$ cat src/rtl/cache_bank_arbiter_pkg.sv
// Shared widths, requester indices, port FSM encoding and the address hazard helper.
// Widths default to 8/8/32 unless NETWORK_ADDRESS_WIDTH, CACHE_BANK_ADDRESS_WIDTH or
// DATA_WIDTH are defined beforehand.
`ifndef NETWORK_ADDRESS_WIDTH
`define NETWORK_ADDRESS_WIDTH 8
`endif
`ifndef CACHE_BANK_ADDRESS_WIDTH
`define CACHE_BANK_ADDRESS_WIDTH 8
`endif
`ifndef DATA_WIDTH
`define DATA_WIDTH 32
`endif

package cache_bank_arbiter_pkg;

  localparam int unsigned NUM_REQ = 5;
  localparam int unsigned NET_AW  = `NETWORK_ADDRESS_WIDTH;
  localparam int unsigned BANK_AW = `CACHE_BANK_ADDRESS_WIDTH;
  localparam int unsigned DW      = `DATA_WIDTH;

  localparam int unsigned REQ_NORTH = 0;
  localparam int unsigned REQ_SOUTH = 1;
  localparam int unsigned REQ_EAST  = 2;
  localparam int unsigned REQ_WEST  = 3;
  localparam int unsigned REQ_LOCAL = 4;

  typedef enum logic [1:0] {
    StIdle = 2'd0,
    StRd   = 2'd1,
    StWr   = 2'd2,
    StResp = 2'd3
  } port_state_e;

  // Two accesses conflict when they hit the same word and at least one of them writes.
  function automatic logic addr_hazard(input logic [BANK_AW-1:0] a_addr, input logic a_wr,
                                       input logic [BANK_AW-1:0] b_addr, input logic b_wr);
    return (a_addr == b_addr) && (a_wr || b_wr);
  endfunction

endpackage

$ cat src/rtl/cache_bank_arbiter_if.sv
// Request, cache-port and response signals of the cache bank arbiter.
// slave: the arbiter side; master: the router/cache/consumer side.
interface cache_bank_arbiter_if;
  import cache_bank_arbiter_pkg::*;

  logic [NUM_REQ-1:0]         req_valid;
  logic [NUM_REQ-1:0]         req_write;
  logic [NUM_REQ*BANK_AW-1:0] req_addr;
  logic [NUM_REQ*DW-1:0]      req_data;
  logic [NUM_REQ*NET_AW-1:0]  req_requester;
  logic [NUM_REQ-1:0]         req_ready;

  logic [BANK_AW-1:0] cacheAddressIn_A, cacheAddressIn_B;
  logic [DW-1:0]      cacheDataIn_A, cacheDataIn_B;
  logic               memWrite_A, memWrite_B;
  logic [DW-1:0]      cacheDataOut_A, cacheDataOut_B;
  logic               portA_writtenTo, portB_writtenTo;

  logic              resp_valid_A, resp_valid_B;
  logic              resp_ready_A, resp_ready_B;
  logic [DW-1:0]     resp_data_A, resp_data_B;
  logic [NET_AW-1:0] resp_requester_A, resp_requester_B;

  modport slave (
    input  req_valid, req_write, req_addr, req_data, req_requester,
    input  cacheDataOut_A, cacheDataOut_B, portA_writtenTo, portB_writtenTo,
    input  resp_ready_A, resp_ready_B,
    output req_ready,
    output cacheAddressIn_A, cacheAddressIn_B, cacheDataIn_A, cacheDataIn_B,
    output memWrite_A, memWrite_B,
    output resp_valid_A, resp_valid_B, resp_data_A, resp_data_B,
    output resp_requester_A, resp_requester_B
  );

  modport master (
    output req_valid, req_write, req_addr, req_data, req_requester,
    output cacheDataOut_A, cacheDataOut_B, portA_writtenTo, portB_writtenTo,
    output resp_ready_A, resp_ready_B,
    input  req_ready,
    input  cacheAddressIn_A, cacheAddressIn_B, cacheDataIn_A, cacheDataIn_B,
    input  memWrite_A, memWrite_B,
    input  resp_valid_A, resp_valid_B, resp_data_A, resp_data_B,
    input  resp_requester_A, resp_requester_B
  );

endinterface

$ cat src/rtl/cache_port_sequencer.sv
// One cache port: latches a granted request, walks IDLE -> RD -> RESP or IDLE -> WR,
// drives registered cache-port signals and holds the read response until accepted.
module cache_port_sequencer
  import cache_bank_arbiter_pkg::*;
(
  input  logic               clk,
  input  logic               reset,
  input  logic               grant_i,
  input  logic               req_write_i,
  input  logic [BANK_AW-1:0] req_addr_i,
  input  logic [DW-1:0]      req_data_i,
  input  logic [NET_AW-1:0]  req_requester_i,
  output logic [BANK_AW-1:0] cache_addr_o,
  output logic [DW-1:0]      cache_data_o,
  output logic               mem_write_o,
  input  logic [DW-1:0]      cache_rdata_i,
  input  logic               written_i,
  output logic               resp_valid_o,
  input  logic               resp_ready_i,
  output logic [DW-1:0]      resp_data_o,
  output logic [NET_AW-1:0]  resp_requester_o,
  output logic               idle_o,
  output logic               busy_o,
  output logic [BANK_AW-1:0] busy_addr_o,
  output logic               busy_write_o
);

  port_state_e        state_q, state_d;
  logic               write_q, write_d;
  logic [BANK_AW-1:0] addr_q, addr_d;
  logic [DW-1:0]      data_q, data_d;
  logic [NET_AW-1:0]  requester_q, requester_d;
  logic [BANK_AW-1:0] cache_addr_q, cache_addr_d;
  logic [DW-1:0]      cache_data_q, cache_data_d;
  logic               mem_write_q, mem_write_d;
  logic [DW-1:0]      resp_data_q, resp_data_d;

  // Next state, request latch and registered cache-port values derived from the next state.
  always_comb begin
    state_d     = state_q;
    write_d     = write_q;
    addr_d      = addr_q;
    data_d      = data_q;
    requester_d = requester_q;
    resp_data_d = resp_data_q;
    unique case (state_q)
      StIdle: begin
        if (grant_i) begin
          write_d     = req_write_i;
          addr_d      = req_addr_i;
          data_d      = req_data_i;
          requester_d = req_requester_i;
          state_d     = req_write_i ? StWr : StRd;
        end
      end
      StRd: begin
        resp_data_d = cache_rdata_i;
        state_d     = StResp;
      end
      StResp: if (resp_ready_i) state_d = StIdle;
      StWr:   if (written_i) state_d = StIdle;
      default: state_d = StIdle;
    endcase
    cache_addr_d = '0;
    cache_data_d = '0;
    mem_write_d  = 1'b0;
    if (state_d == StRd || state_d == StWr) begin
      cache_addr_d = addr_d;
    end
    if (state_d == StWr) begin
      cache_data_d = data_d;
      mem_write_d  = 1'b1;
    end
  end

  // State and datapath registers; reset clears everything, aborting any write in progress.
  always_ff @(posedge clk or posedge reset) begin
    if (reset) begin
      state_q      <= StIdle;
      write_q      <= 1'b0;
      addr_q       <= '0;
      data_q       <= '0;
      requester_q  <= '0;
      cache_addr_q <= '0;
      cache_data_q <= '0;
      mem_write_q  <= 1'b0;
      resp_data_q  <= '0;
    end else begin
      state_q      <= state_d;
      write_q      <= write_d;
      addr_q       <= addr_d;
      data_q       <= data_d;
      requester_q  <= requester_d;
      cache_addr_q <= cache_addr_d;
      cache_data_q <= cache_data_d;
      mem_write_q  <= mem_write_d;
      resp_data_q  <= resp_data_d;
    end
  end

  assign cache_addr_o     = cache_addr_q;
  assign cache_data_o     = cache_data_q;
  assign mem_write_o      = mem_write_q;
  assign resp_valid_o     = (state_q == StResp);
  assign resp_data_o      = resp_data_q;
  assign resp_requester_o = requester_q;
  assign idle_o           = (state_q == StIdle);
  assign busy_o           = (state_q == StRd) || (state_q == StWr);
  assign busy_addr_o      = addr_q;
  assign busy_write_o     = write_q;

endmodule

$ cat src/rtl/cache_bank_arbiter.sv
// Round-robin, hazard-aware arbiter granting up to two of five requesters per cycle onto
// the two ports of a cache bank. Optional CACHE_ARB_PERF_EN adds saturating grant and
// hazard-conflict counters.
module cache_bank_arbiter
  import cache_bank_arbiter_pkg::*;
(
  input logic                 clk,
  input logic                 reset,
  cache_bank_arbiter_if.slave bus
`ifdef CACHE_ARB_PERF_EN
  ,
  output logic [31:0]         perf_grants,
  output logic [31:0]         perf_conflicts
`endif
);

  logic [2:0]         rr_ptr_q, rr_ptr_d;
  logic               grant_a, grant_b, conflict;
  logic [2:0]         idx_a, idx_b;
  logic [NUM_REQ-1:0] ready;
  logic               a_idle, b_idle, a_busy, b_busy, a_busy_write, b_busy_write;
  logic [BANK_AW-1:0] a_busy_addr, b_busy_addr;

  // Scan from rr_ptr; first eligible request takes the first idle port, the second takes B.
  always_comb begin
    int s;
    int nxt;
    logic [BANK_AW-1:0] cand_addr, first_addr;
    logic cand_wr, first_wr;
    s          = 0;
    nxt        = 0;
    cand_addr  = '0;
    cand_wr    = 1'b0;
    first_addr = '0;
    first_wr   = 1'b0;
    grant_a    = 1'b0;
    grant_b    = 1'b0;
    idx_a      = '0;
    idx_b      = '0;
    conflict   = 1'b0;
    rr_ptr_d   = rr_ptr_q;
    for (int k = 0; k < int'(NUM_REQ); k++) begin
      s = int'(rr_ptr_q) + k;
      if (s >= int'(NUM_REQ)) s = s - int'(NUM_REQ);
      nxt = (s + 1 == int'(NUM_REQ)) ? 0 : s + 1;
      cand_addr = bus.req_addr[s*int'(BANK_AW) +: BANK_AW];
      cand_wr   = bus.req_write[s];
      if (bus.req_valid[s] && !reset) begin
        if (!grant_a && !grant_b) begin
          if (a_idle) begin
            if (b_busy && addr_hazard(cand_addr, cand_wr, b_busy_addr, b_busy_write)) begin
              conflict = 1'b1;
            end else begin
              grant_a    = 1'b1;
              idx_a      = 3'(s);
              first_addr = cand_addr;
              first_wr   = cand_wr;
              rr_ptr_d   = 3'(nxt);
            end
          end else if (b_idle) begin
            if (a_busy && addr_hazard(cand_addr, cand_wr, a_busy_addr, a_busy_write)) begin
              conflict = 1'b1;
            end else begin
              grant_b  = 1'b1;
              idx_b    = 3'(s);
              rr_ptr_d = 3'(nxt);
            end
          end
        end else if (grant_a && !grant_b && b_idle) begin
          // Port A is idle here, so the only hazard left is the request just granted to A.
          if (addr_hazard(cand_addr, cand_wr, first_addr, first_wr)) begin
            conflict = 1'b1;
          end else begin
            grant_b  = 1'b1;
            idx_b    = 3'(s);
            rr_ptr_d = 3'(nxt);
          end
        end
      end
    end
  end

  // One-hot/two-hot grant vector back to the requesters.
  always_comb begin
    ready = '0;
    if (grant_a) ready[idx_a] = 1'b1;
    if (grant_b) ready[idx_b] = 1'b1;
  end

  assign bus.req_ready = ready;

  // Round-robin pointer.
  always_ff @(posedge clk or posedge reset) begin
    if (reset) rr_ptr_q <= '0;
    else       rr_ptr_q <= rr_ptr_d;
  end

  cache_port_sequencer u_port_a (
    .clk              (clk),
    .reset            (reset),
    .grant_i          (grant_a),
    .req_write_i      (bus.req_write[idx_a]),
    .req_addr_i       (bus.req_addr[idx_a*BANK_AW +: BANK_AW]),
    .req_data_i       (bus.req_data[idx_a*DW +: DW]),
    .req_requester_i  (bus.req_requester[idx_a*NET_AW +: NET_AW]),
    .cache_addr_o     (bus.cacheAddressIn_A),
    .cache_data_o     (bus.cacheDataIn_A),
    .mem_write_o      (bus.memWrite_A),
    .cache_rdata_i    (bus.cacheDataOut_A),
    .written_i        (bus.portA_writtenTo),
    .resp_valid_o     (bus.resp_valid_A),
    .resp_ready_i     (bus.resp_ready_A),
    .resp_data_o      (bus.resp_data_A),
    .resp_requester_o (bus.resp_requester_A),
    .idle_o           (a_idle),
    .busy_o           (a_busy),
    .busy_addr_o      (a_busy_addr),
    .busy_write_o     (a_busy_write)
  );

  cache_port_sequencer u_port_b (
    .clk              (clk),
    .reset            (reset),
    .grant_i          (grant_b),
    .req_write_i      (bus.req_write[idx_b]),
    .req_addr_i       (bus.req_addr[idx_b*BANK_AW +: BANK_AW]),
    .req_data_i       (bus.req_data[idx_b*DW +: DW]),
    .req_requester_i  (bus.req_requester[idx_b*NET_AW +: NET_AW]),
    .cache_addr_o     (bus.cacheAddressIn_B),
    .cache_data_o     (bus.cacheDataIn_B),
    .mem_write_o      (bus.memWrite_B),
    .cache_rdata_i    (bus.cacheDataOut_B),
    .written_i        (bus.portB_writtenTo),
    .resp_valid_o     (bus.resp_valid_B),
    .resp_ready_i     (bus.resp_ready_B),
    .resp_data_o      (bus.resp_data_B),
    .resp_requester_o (bus.resp_requester_B),
    .idle_o           (b_idle),
    .busy_o           (b_busy),
    .busy_addr_o      (b_busy_addr),
    .busy_write_o     (b_busy_write)
  );

`ifdef CACHE_ARB_PERF_EN
  logic [31:0] grants_q, grants_d, conflicts_q, conflicts_d;
  logic [32:0] grants_sum;

  // Saturating counters.
  always_comb begin
    grants_sum  = {1'b0, grants_q} + 33'(grant_a) + 33'(grant_b);
    grants_d    = grants_sum[32] ? '1 : grants_sum[31:0];
    conflicts_d = (conflict && conflicts_q != '1) ? conflicts_q + 32'd1 : conflicts_q;
  end

  // Performance counter registers.
  always_ff @(posedge clk or posedge reset) begin
    if (reset) begin
      grants_q    <= '0;
      conflicts_q <= '0;
    end else begin
      grants_q    <= grants_d;
      conflicts_q <= conflicts_d;
    end
  end

  assign perf_grants    = grants_q;
  assign perf_conflicts = conflicts_q;
`endif

endmodule

$ cat src/flat_wrapper.sv
// flat-port wrapper written by rule: the top's interface ports become plain ports
module cache_bank_arbiter_flat import cache_bank_arbiter_pkg::*;
  (clk, reset, bus_req_valid, bus_req_write, bus_req_addr, bus_req_data, bus_req_requester, bus_cacheDataOut_A, bus_cacheDataOut_B, bus_portA_writtenTo, bus_portB_writtenTo, bus_resp_ready_A, bus_resp_ready_B, bus_req_ready, bus_cacheAddressIn_A, bus_cacheAddressIn_B, bus_cacheDataIn_A, bus_cacheDataIn_B, bus_memWrite_A, bus_memWrite_B, bus_resp_valid_A, bus_resp_valid_B, bus_resp_data_A, bus_resp_data_B, bus_resp_requester_A, bus_resp_requester_B);
  cache_bank_arbiter_if bus_i ();
  input logic clk;
  input logic reset;
  input wire logic [$bits(bus_i.req_valid)-1:0] bus_req_valid;
  input wire logic [$bits(bus_i.req_write)-1:0] bus_req_write;
  input wire logic [$bits(bus_i.req_addr)-1:0] bus_req_addr;
  input wire logic [$bits(bus_i.req_data)-1:0] bus_req_data;
  input wire logic [$bits(bus_i.req_requester)-1:0] bus_req_requester;
  input wire logic [$bits(bus_i.cacheDataOut_A)-1:0] bus_cacheDataOut_A;
  input wire logic [$bits(bus_i.cacheDataOut_B)-1:0] bus_cacheDataOut_B;
  input wire logic [$bits(bus_i.portA_writtenTo)-1:0] bus_portA_writtenTo;
  input wire logic [$bits(bus_i.portB_writtenTo)-1:0] bus_portB_writtenTo;
  input wire logic [$bits(bus_i.resp_ready_A)-1:0] bus_resp_ready_A;
  input wire logic [$bits(bus_i.resp_ready_B)-1:0] bus_resp_ready_B;
  output wire logic [$bits(bus_i.req_ready)-1:0] bus_req_ready;
  output wire logic [$bits(bus_i.cacheAddressIn_A)-1:0] bus_cacheAddressIn_A;
  output wire logic [$bits(bus_i.cacheAddressIn_B)-1:0] bus_cacheAddressIn_B;
  output wire logic [$bits(bus_i.cacheDataIn_A)-1:0] bus_cacheDataIn_A;
  output wire logic [$bits(bus_i.cacheDataIn_B)-1:0] bus_cacheDataIn_B;
  output wire logic [$bits(bus_i.memWrite_A)-1:0] bus_memWrite_A;
  output wire logic [$bits(bus_i.memWrite_B)-1:0] bus_memWrite_B;
  output wire logic [$bits(bus_i.resp_valid_A)-1:0] bus_resp_valid_A;
  output wire logic [$bits(bus_i.resp_valid_B)-1:0] bus_resp_valid_B;
  output wire logic [$bits(bus_i.resp_data_A)-1:0] bus_resp_data_A;
  output wire logic [$bits(bus_i.resp_data_B)-1:0] bus_resp_data_B;
  output wire logic [$bits(bus_i.resp_requester_A)-1:0] bus_resp_requester_A;
  output wire logic [$bits(bus_i.resp_requester_B)-1:0] bus_resp_requester_B;
  assign bus_i.req_valid = bus_req_valid;
  assign bus_i.req_write = bus_req_write;
  assign bus_i.req_addr = bus_req_addr;
  assign bus_i.req_data = bus_req_data;
  assign bus_i.req_requester = bus_req_requester;
  assign bus_i.cacheDataOut_A = bus_cacheDataOut_A;
  assign bus_i.cacheDataOut_B = bus_cacheDataOut_B;
  assign bus_i.portA_writtenTo = bus_portA_writtenTo;
  assign bus_i.portB_writtenTo = bus_portB_writtenTo;
  assign bus_i.resp_ready_A = bus_resp_ready_A;
  assign bus_i.resp_ready_B = bus_resp_ready_B;
  assign bus_req_ready = bus_i.req_ready;
  assign bus_cacheAddressIn_A = bus_i.cacheAddressIn_A;
  assign bus_cacheAddressIn_B = bus_i.cacheAddressIn_B;
  assign bus_cacheDataIn_A = bus_i.cacheDataIn_A;
  assign bus_cacheDataIn_B = bus_i.cacheDataIn_B;
  assign bus_memWrite_A = bus_i.memWrite_A;
  assign bus_memWrite_B = bus_i.memWrite_B;
  assign bus_resp_valid_A = bus_i.resp_valid_A;
  assign bus_resp_valid_B = bus_i.resp_valid_B;
  assign bus_resp_data_A = bus_i.resp_data_A;
  assign bus_resp_data_B = bus_i.resp_data_B;
  assign bus_resp_requester_A = bus_i.resp_requester_A;
  assign bus_resp_requester_B = bus_i.resp_requester_B;
  cache_bank_arbiter u_core (.clk(clk), .reset(reset), .bus(bus_i));
endmodule
$ cat config.mk
export PLATFORM = sky130hd
export DESIGN_NAME = cache_bank_arbiter_flat
export DESIGN_NICKNAME = d
export VERILOG_FILES = /design/src/rtl/cache_bank_arbiter_pkg.sv /design/src/rtl/cache_bank_arbiter_if.sv /design/src/rtl/cache_port_sequencer.sv /design/src/rtl/cache_bank_arbiter.sv /design/src/flat_wrapper.sv
export SDC_FILE = /design/constraint.sdc
export NUM_CORES = 1
export LEC_CHECK = 0
export BUFFER_PORTS_ARGS = -buffer_cell sky130_fd_sc_hd__buf_2
export CAP_MARGIN = 20
export CORE_MARGIN = 2
export CORE_UTILIZATION = 40
export DETAILED_ROUTE_END_ITERATION = 6
export PLACE_DENSITY = 0.66
export SLEW_MARGIN = 20
export SYNTH_ARGS = -nofsm -noshare
export SYNTH_HDL_FRONTEND = slang
export SYNTH_HIERARCHICAL = 1
export SYNTH_SLANG_ARGS = --single-unit
$ cat constraint.sdc
create_clock -name clk -period 8.3 [get_ports clk]
set_clock_uncertainty 0.05 [all_clocks]
set_input_delay 1.245 -clock clk [delete_from_list [all_inputs] [get_ports clk]]
set_output_delay 1.245 -clock clk [all_outputs]
set_load 0.02 [all_outputs]
==> results.yml, run 1 <==
timing:
  setup_viol: 0
  worst_pin_slew_ns: 0.915
  fmax_mhz: 123
  period_needed_ns: 8.15
  whs_ns: 0.443
  period_share: 0.982
  slew_headroom: 0.390
  slew_viol_final: 0
  hold_viol: 0
synthesis:
  yosysWarnings: 6
  async_flop_share: 1.00
  netlist_area_sq_um: 22300
  syn_inst: 2312
  seq_area_frac_synth: 0.282
  ys.flop_type: "dfrtp_1"
  synth_cell_types: 121
  synth-edff-count: 0
  synth.ff_latch_count: 251
  postSynthAreaPerCell_sq_um: 9.64
run_status:
  status: "complete, no violations"
place:
  placed_area_sq_um: 27100
  dp.cells: 3658
  hpwl_um: 90400
  place.gp.congestion: 1.04
  io_buffers: 488
setup_path:
  startpoint_type: "flip-flop"
  cp-end-kind: "primary output"
  cp.arrival_ns: 6.86
  required_ns: 7.01
  cp_max_fo: 8
  worstSetupPathType: "flip-flop to primary output"
cells_and_area:
  design_area_sq_um: 28400
  layoutNonFillerInstCount: 3727
  nets: 3329
  post-route-util: 0.515
  area_growth_pct: 27.4
  final_layout_size_suffix_gt1_frac: 0.401
global_routing:
  grt_start_max_net_pins: 88
  grt_overflow_total: 0
  antenna_found_initial: 23
  grt_first_pass_wirelength_um: 164000
  grt_usage: 0.393
  grt_pass1_vias: 23700
route:
  dr_wl_met2_um: 52600
  route.met3.wl_um: 11800
  vias_per_cell: 6.43
  dr.max_layer_used: "met5"
  wl_um: 116000
  drtPass1Iterations: 7
  first_iter_violations: 2506
  met1_length_um: 43000
  vias: 23900
  detail-route-antenna-nets: 0
  routedWlPerCell_um: 31.2
  drc: 0
die:
  io_pins: 489
  core_sq_um: 55100
  rows: 86
  die_w_um: 240
  die_h_um: 240
  die_area_sq_um: 57600
  start_util: 0.404
run:
  cap_violations: 0
clock_network:
  ctsRootBufferMaster: "clkbuf_16"
  cts.reportedPaths.clkPinSlew_ns: 0.07
  h-tree-depth: 1
  cts_tree: "yes"
  worstSkewPairLatency_ns: 0.59
  hold_buffers: 0
  cts.path.max_buffers: 3
  clock-sinks: 251
  cts_buffers: 29
hold_path:
  worstHoldPathType: "flip-flop to flip-flop"
-- per-stage QoR --
step             TNS, ns  worst slack [ns]
3_5_place_dp     -0.0167           -0.0118
2_1_floorplan          0             0.592
5_1_grt        -0.000194         -0.000194
6_report               0             0.149
3_3_place_gp           0            0.0196
4_1_cts                0            0.0195
-- kinds of logic after synthesis --
| logic type | count (synthesis) | synth area share |
|---|---|---|
| AND/OR/NAND/NOR | 666 | 0.156 |
| AO/OA/AOI/OAI | 558 | 0.211 |
| multiplexers | 454 | 0.232 |
| flip-flops | 251 | 0.282 |
| buffers and inverters | 251 | 0.0572 |
| XOR/XNOR | 70 | 0.0284 |
| adder cells (fa/ha/maj) | 61 | 0.0346 |
| other | 1 | 0.000168 |
-- state kept, by name, summed over array words and instances, names as in the netlist --
| signal | flops |
|---|---|
| u_core/u_port_a/busy_write_o | 1 |
| u_core/u_port_a/state_q | 2 |
| u_core/u_port_a/busy_addr_o | 8 |
| u_core/u_port_b/data_q | 32 |
| u_core/u_port_a/resp_requester_o | 8 |
| u_core/u_port_b/resp_requester_o | 8 |
| u_core/u_port_b/resp_data_o | 32 |
| u_core/rr_ptr_q | 3 |
| u_core/u_port_b/state_q | 2 |
| u_core/u_port_a/mem_write_o | 1 |
| u_core/u_port_b/mem_write_o | 1 |
| u_core/u_port_a/cache_data_o | 32 |
| u_core/u_port_a/data_q | 32 |
| u_core/u_port_a/resp_data_o | 32 |
| u_core/u_port_b/cache_data_o | 32 |
| u_core/u_port_a/cache_addr_o | 8 |
| u_core/u_port_b/busy_addr_o | 8 |
| u_core/u_port_b/cache_addr_o | 8 |
| u_core/u_port_b/busy_write_o | 1 |
-- per-layer routing --
layer | global-route usage | up-vias
met5 | 0 | -
met3 | 0.0998 | 415
met2 | 0.628 | 1525
li1 | - | 10100
met1 | 0.473 | 11900
met4 | 0.246 | 14
-- synthesized netlist by cell type (31+ instances only) --
cell	count	area (sq um)
xnor2_1	55	482
a211oi_1	34	255
nand2_1	211	792
nor3_1	42	210
mux4_2	31	698
o221ai_1	59	517
mux2_2	170	1910
a21oi_1	68	340
and2_1	92	576
clkbuf_1	95	357
o21ai_0	58	290
ha_1	60	751
dfrtp_1	251	6280
nand3_1	68	340
o221ai_2	47	706
buf_2	52	260
inv_1	48	180
mux2i_1	250	2500
nor2_1	71	267
-- critical path, stage by stage, from the launching register on --
cell and delay [ns]:
dfrtp_2 0.44, inv_2 0.07, ha_1 0.17, buf_4 0.17, inv_1 0.07, ha_2 0.23, a2111oi_0 0.59, a31oi_1 0.21
o2111ai_1 0.35, nor3_1 0.13, nor4_1 0.29, buf_4 0.17, nand4_1 0.15, buf_4 0.20, a21oi_2 0.26, nand3_1 0.15
a311o_1 0.35, nor4_2 0.31, buf_4 0.16, a31oi_1 0.11, o21ai_1 0.30, a2bb2oi_1 0.27, buf_4 0.20, o221ai_4 0.11
nand2b_4 0.17, o32ai_1 0.29, buf_4 0.18, buf_2 0.16
-- cell usage in the layout (no fill, tap or decap), types with 13 or more instances in the layout --
cell type,synthesis,final
mux4_2,31,31
a22oi_1,14,14
clkbuf_16,0,29
o211ai_1,19,19
nor2_1,71,71
buf_4,12,291
nor2b_1,26,26
ha_1,60,54
buf_12,0,14
mux2i_1,250,249
o21ai_0,58,55
o22ai_1,14,13
a31oi_1,17,16
a21oi_1,68,67
o31ai_1,15,15
nand2b_1,24,22
a211oi_1,34,32
mux2_2,170,170
o221ai_2,47,47
dfrtp_1,251,249
or3_1,14,14
and2_1,92,92
nor4_1,15,14
a221oi_1,24,17
buf_2,52,488
xor2_1,14,14
nand4_1,26,26
nor3_1,42,39
o221ai_1,59,58
and3_1,15,15
nand3_1,68,68
inv_1,48,46
nand2_1,211,211
xnor2_1,55,55
-- path summary, 6_finish.rpt --
| check | from | to | slack (ns) | cells past startpoint |
|---|---|---|---|---|
| min in group asynchronous | reset | u_core/rr_ptr_q[2] | 0.81 | 2 |
| max reg2reg | u_core/rr_ptr_q[0] | u_core/u_port_b/cache_data_o[10] | 0.41 | 27 |
| min reg2reg | u_core/u_port_a/data_q[25] | u_core/u_port_a/data_q[25] | 0.44 | 1 |
| max in group asynchronous | reset | u_core/u_port_a/resp_requester_o[3] | 6.01 | 3 |
| max | u_core/rr_ptr_q[0] | bus_req_ready[0] | 0.15 | 27 |
| min | u_core/u_port_a/data_q[25] | u_core/u_port_a/data_q[25] | 0.44 | 1 |
-- area by class of cell --
| type | count | area [sq um] |
|---|---|---|
| antenna | 12 | 30.0 |
| sequential | 251 | 6280 |
| timing repair buffer | 799 | 4970 |
| multi-input combinational | 1812 | 15000 |
| tap | 748 | 936 |
| clock inverter | 11 | 121 |
| inverter | 55 | 220 |
| fill | 5175 | 26700 |
| clock buffer | 39 | 813 |
-- repair_timing --
| action | CTS | global route |
|---|---|---|
| setup endpoints to repair | 5 | 5 |
| resized for setup | 9 | 37 |
| pin swaps | 2 | 4 |
| setup buffers | 7 | 0 |
Power of run 1 is not shown: default switching activity piles up to over one toggle a cycle in this logic, so the estimate is an artifact.
==> inputs of run 2 (changes only) <==
==> constraint.sdc (replaced) <==
create_clock -name clk -period 9.45 [get_ports clk]
set_clock_uncertainty 0.05 [all_clocks]
set_input_delay 1.4175 -clock clk [delete_from_list [all_inputs] [get_ports clk]]
set_output_delay 1.4175 -clock clk [all_outputs]
set_load 0.02 [all_outputs]
==> run 2 against run 1 <==
  * Non-clock buffer count shrank 178
  * Worst hold slack worse by 0.0040 ns
  * First-iteration DRC count down 8.8%
  * Sequential cell count unchanged
  * Register-to-register slack improved by 0.61 ns
  * Critical path depth is 7 lower
  * Die area unchanged
  * Count of clock-buffer cells in the layout grew 4
  * Via count shrank 4.1%
  * Global-route usage about the same
==> results.yml, run 2 (same netlist as run 1, synthesis figures left out) <==
run_status:
  status: "complete, no violations"
global_routing:
  grt_first_pass_wirelength_um: 163000
  grt_overflow_total: 0
  grt_start_max_net_pins: 91
  met1_usage: 0.466
  antenna_found_initial: 23
  grt_use_met2: 0.633
  grt_usage: 0.393
  grt_use_met3: 0.0953
  grt_most_used_layer: "met2"
  grt_pass1_vias: 22900
hold_path:
  worstHoldPathType: "flip-flop to flip-flop"
  hp-start: "u_core/u_port_b/data_q[19]"
timing:
  setup_viol: 0
  setup_tns_ns: 0
  period_share: 0.976
  slew_viol_final: 0
  hold_viol: 0
  rsz0062_at_grt: "false"
  period_needed_ns: 9.22
  fmax_mhz: 108
  setup_ws_ns: 0.230
  worst_pin_slew_ns: 1.08
  slew_headroom: 0.272
setup_path:
  crit_family: "compound AO/OA/AOI/OAI gates"
  cp.arrival_ns: 7.75
  crit_slowest_cell: "a22oi_1"
  worstSetupPathType: "flip-flop to primary output"
  path_buf_inv: 4
  cp_max_fo: 9
  cp-end-kind: "primary output"
  startpoint_type: "flip-flop"
  crit_start: "u_core/rr_ptr_q[2]"
  path_cells: "inv_1 > ha_1 > a211oi_2 > a21oi_1 > a22oi_1 > a21oi_1 > a221oi_1 > o211ai_1 > o31a_1 > and4_1 > or4_1 > a2111oi_1 > a31oi_1 > nand2_2 > nand4_2 > o211ai_4 > inv_1 > o22ai_1 > buf_4 > buf_2"
  r2r_start: "u_core/rr_ptr_q[0]"
  required_ns: 7.98
  max_stage_delay_ns: 0.65
clock_network:
  hold_buffers: 0
  cts.path.max_buffers: 3
  clock-sinks: 251
  worstSkewPairLatency_ns: 0.58
  cts_buffers: 28
  h-tree-depth: 1
  postCtsSetupBuffers: 0
  cts_tree: "yes"
  cts.reportedPaths.clkPinSlew_ns: 0.06
  ctsRootBufferMaster: "clkbuf_16"
cells_and_area:
  area_growth_pct: 19.8
  final_layout_size_suffix_gt1_frac: 0.352
  layout_commonest_cell: "buf_2"
  layout_common_cells: "buf_2 (488), mux2i_1 (250), dfrtp_1 (250), nand2_1 (211), mux2_2 (170)"
  nets: 3151
route:
  routedWlPerCell_um: 32.9
  detail-route-antenna-nets: 0
  drc: 0
  vias: 23000
  wl_um: 117000
  first_iter_violations: 2286
  vias_per_cell: 6.47
  drtPass1Iterations: 5
die:
  die_w_um: 240
  die_h_um: 240
  io_pins: 489
  die_area_sq_um: 57600
  start_util: 0.404
  core_sq_um: 55100
  rows: 86
place:
  dp_slack_ns: 0.998
  hpwl_um: 89800
  io_buffers: 488
  place.gp.congestion: 1.03
run:
  cap_violations: 0
[run 2: cell types whose count changed in the layout (fill, tap and decap cells not counted), moves of 5 or more]
cell / delta
a221oi_1: +6
a221oi_2: -6
buf_12: -11
buf_4: -161
buf_6: -6
clkbuf_1: +6
ha_1: +5
[run 2: area by class of cell]
| cell class | instances | area, sq um |
|---|---|---|
| fill | 5268 | 28400 |
| multi-input combinational | 1813 | 14800 |
| sequential | 251 | 6280 |
| timing repair buffer | 621 | 3480 |
| tap | 748 | 936 |
| clock buffer | 43 | 808 |
| inverter | 55 | 216 |
| clock inverter | 6 | 91.3 |
| antenna | 13 | 32.5 |
[run 2: worst paths after layout]
kind | cells after the start | to | slack, ns
min in group asynchronous | 2 | u_core/rr_ptr_q[1] | 0.97
min | 1 | u_core/u_port_b/data_q[19] | 0.44
max | 20 | bus_req_ready[3] | 0.23
min reg2reg | 1 | u_core/u_port_b/data_q[19] | 0.44
max reg2reg | 25 | u_core/u_port_b/cache_data_o[4] | 1.02
max in group asynchronous | 3 | u_core/u_port_a/data_q[3] | 6.97
[run 2: what timing repair did]
action | CTS | global route
hold endpoints to repair | 0 | 0
setup endpoints to repair | 0 | 5
gates resized for setup | 0 | 6
[run 2: through the flow]
step | hold slack [ns] | instance area, sq um | util | instances
after global routing | 0.451 | 26700 | 0.484 | 3547
after detailed placement | 0.428 | 25700 | 0.467 | 3487
final | 0.439 | 26700 | 0.484 | 3550
after floorplan | 0.414 | 22300 | - | 2314
after global placement | 0.424 | 25700 | 0.467 | 3487
after CTS | 0.440 | 26600 | 0.483 | 3536
[run 2: layer usage]
| layer | wire (um) | share of wire |
|---|---|---|
| met5 | 91 | 0.00078 |
| met1 | 43700 | 0.37 |
| met3 | 10600 | 0.091 |
| met4 | 8650 | 0.074 |
| met2 | 53800 | 0.46 |
Power of run 2 is left out for the same reason.
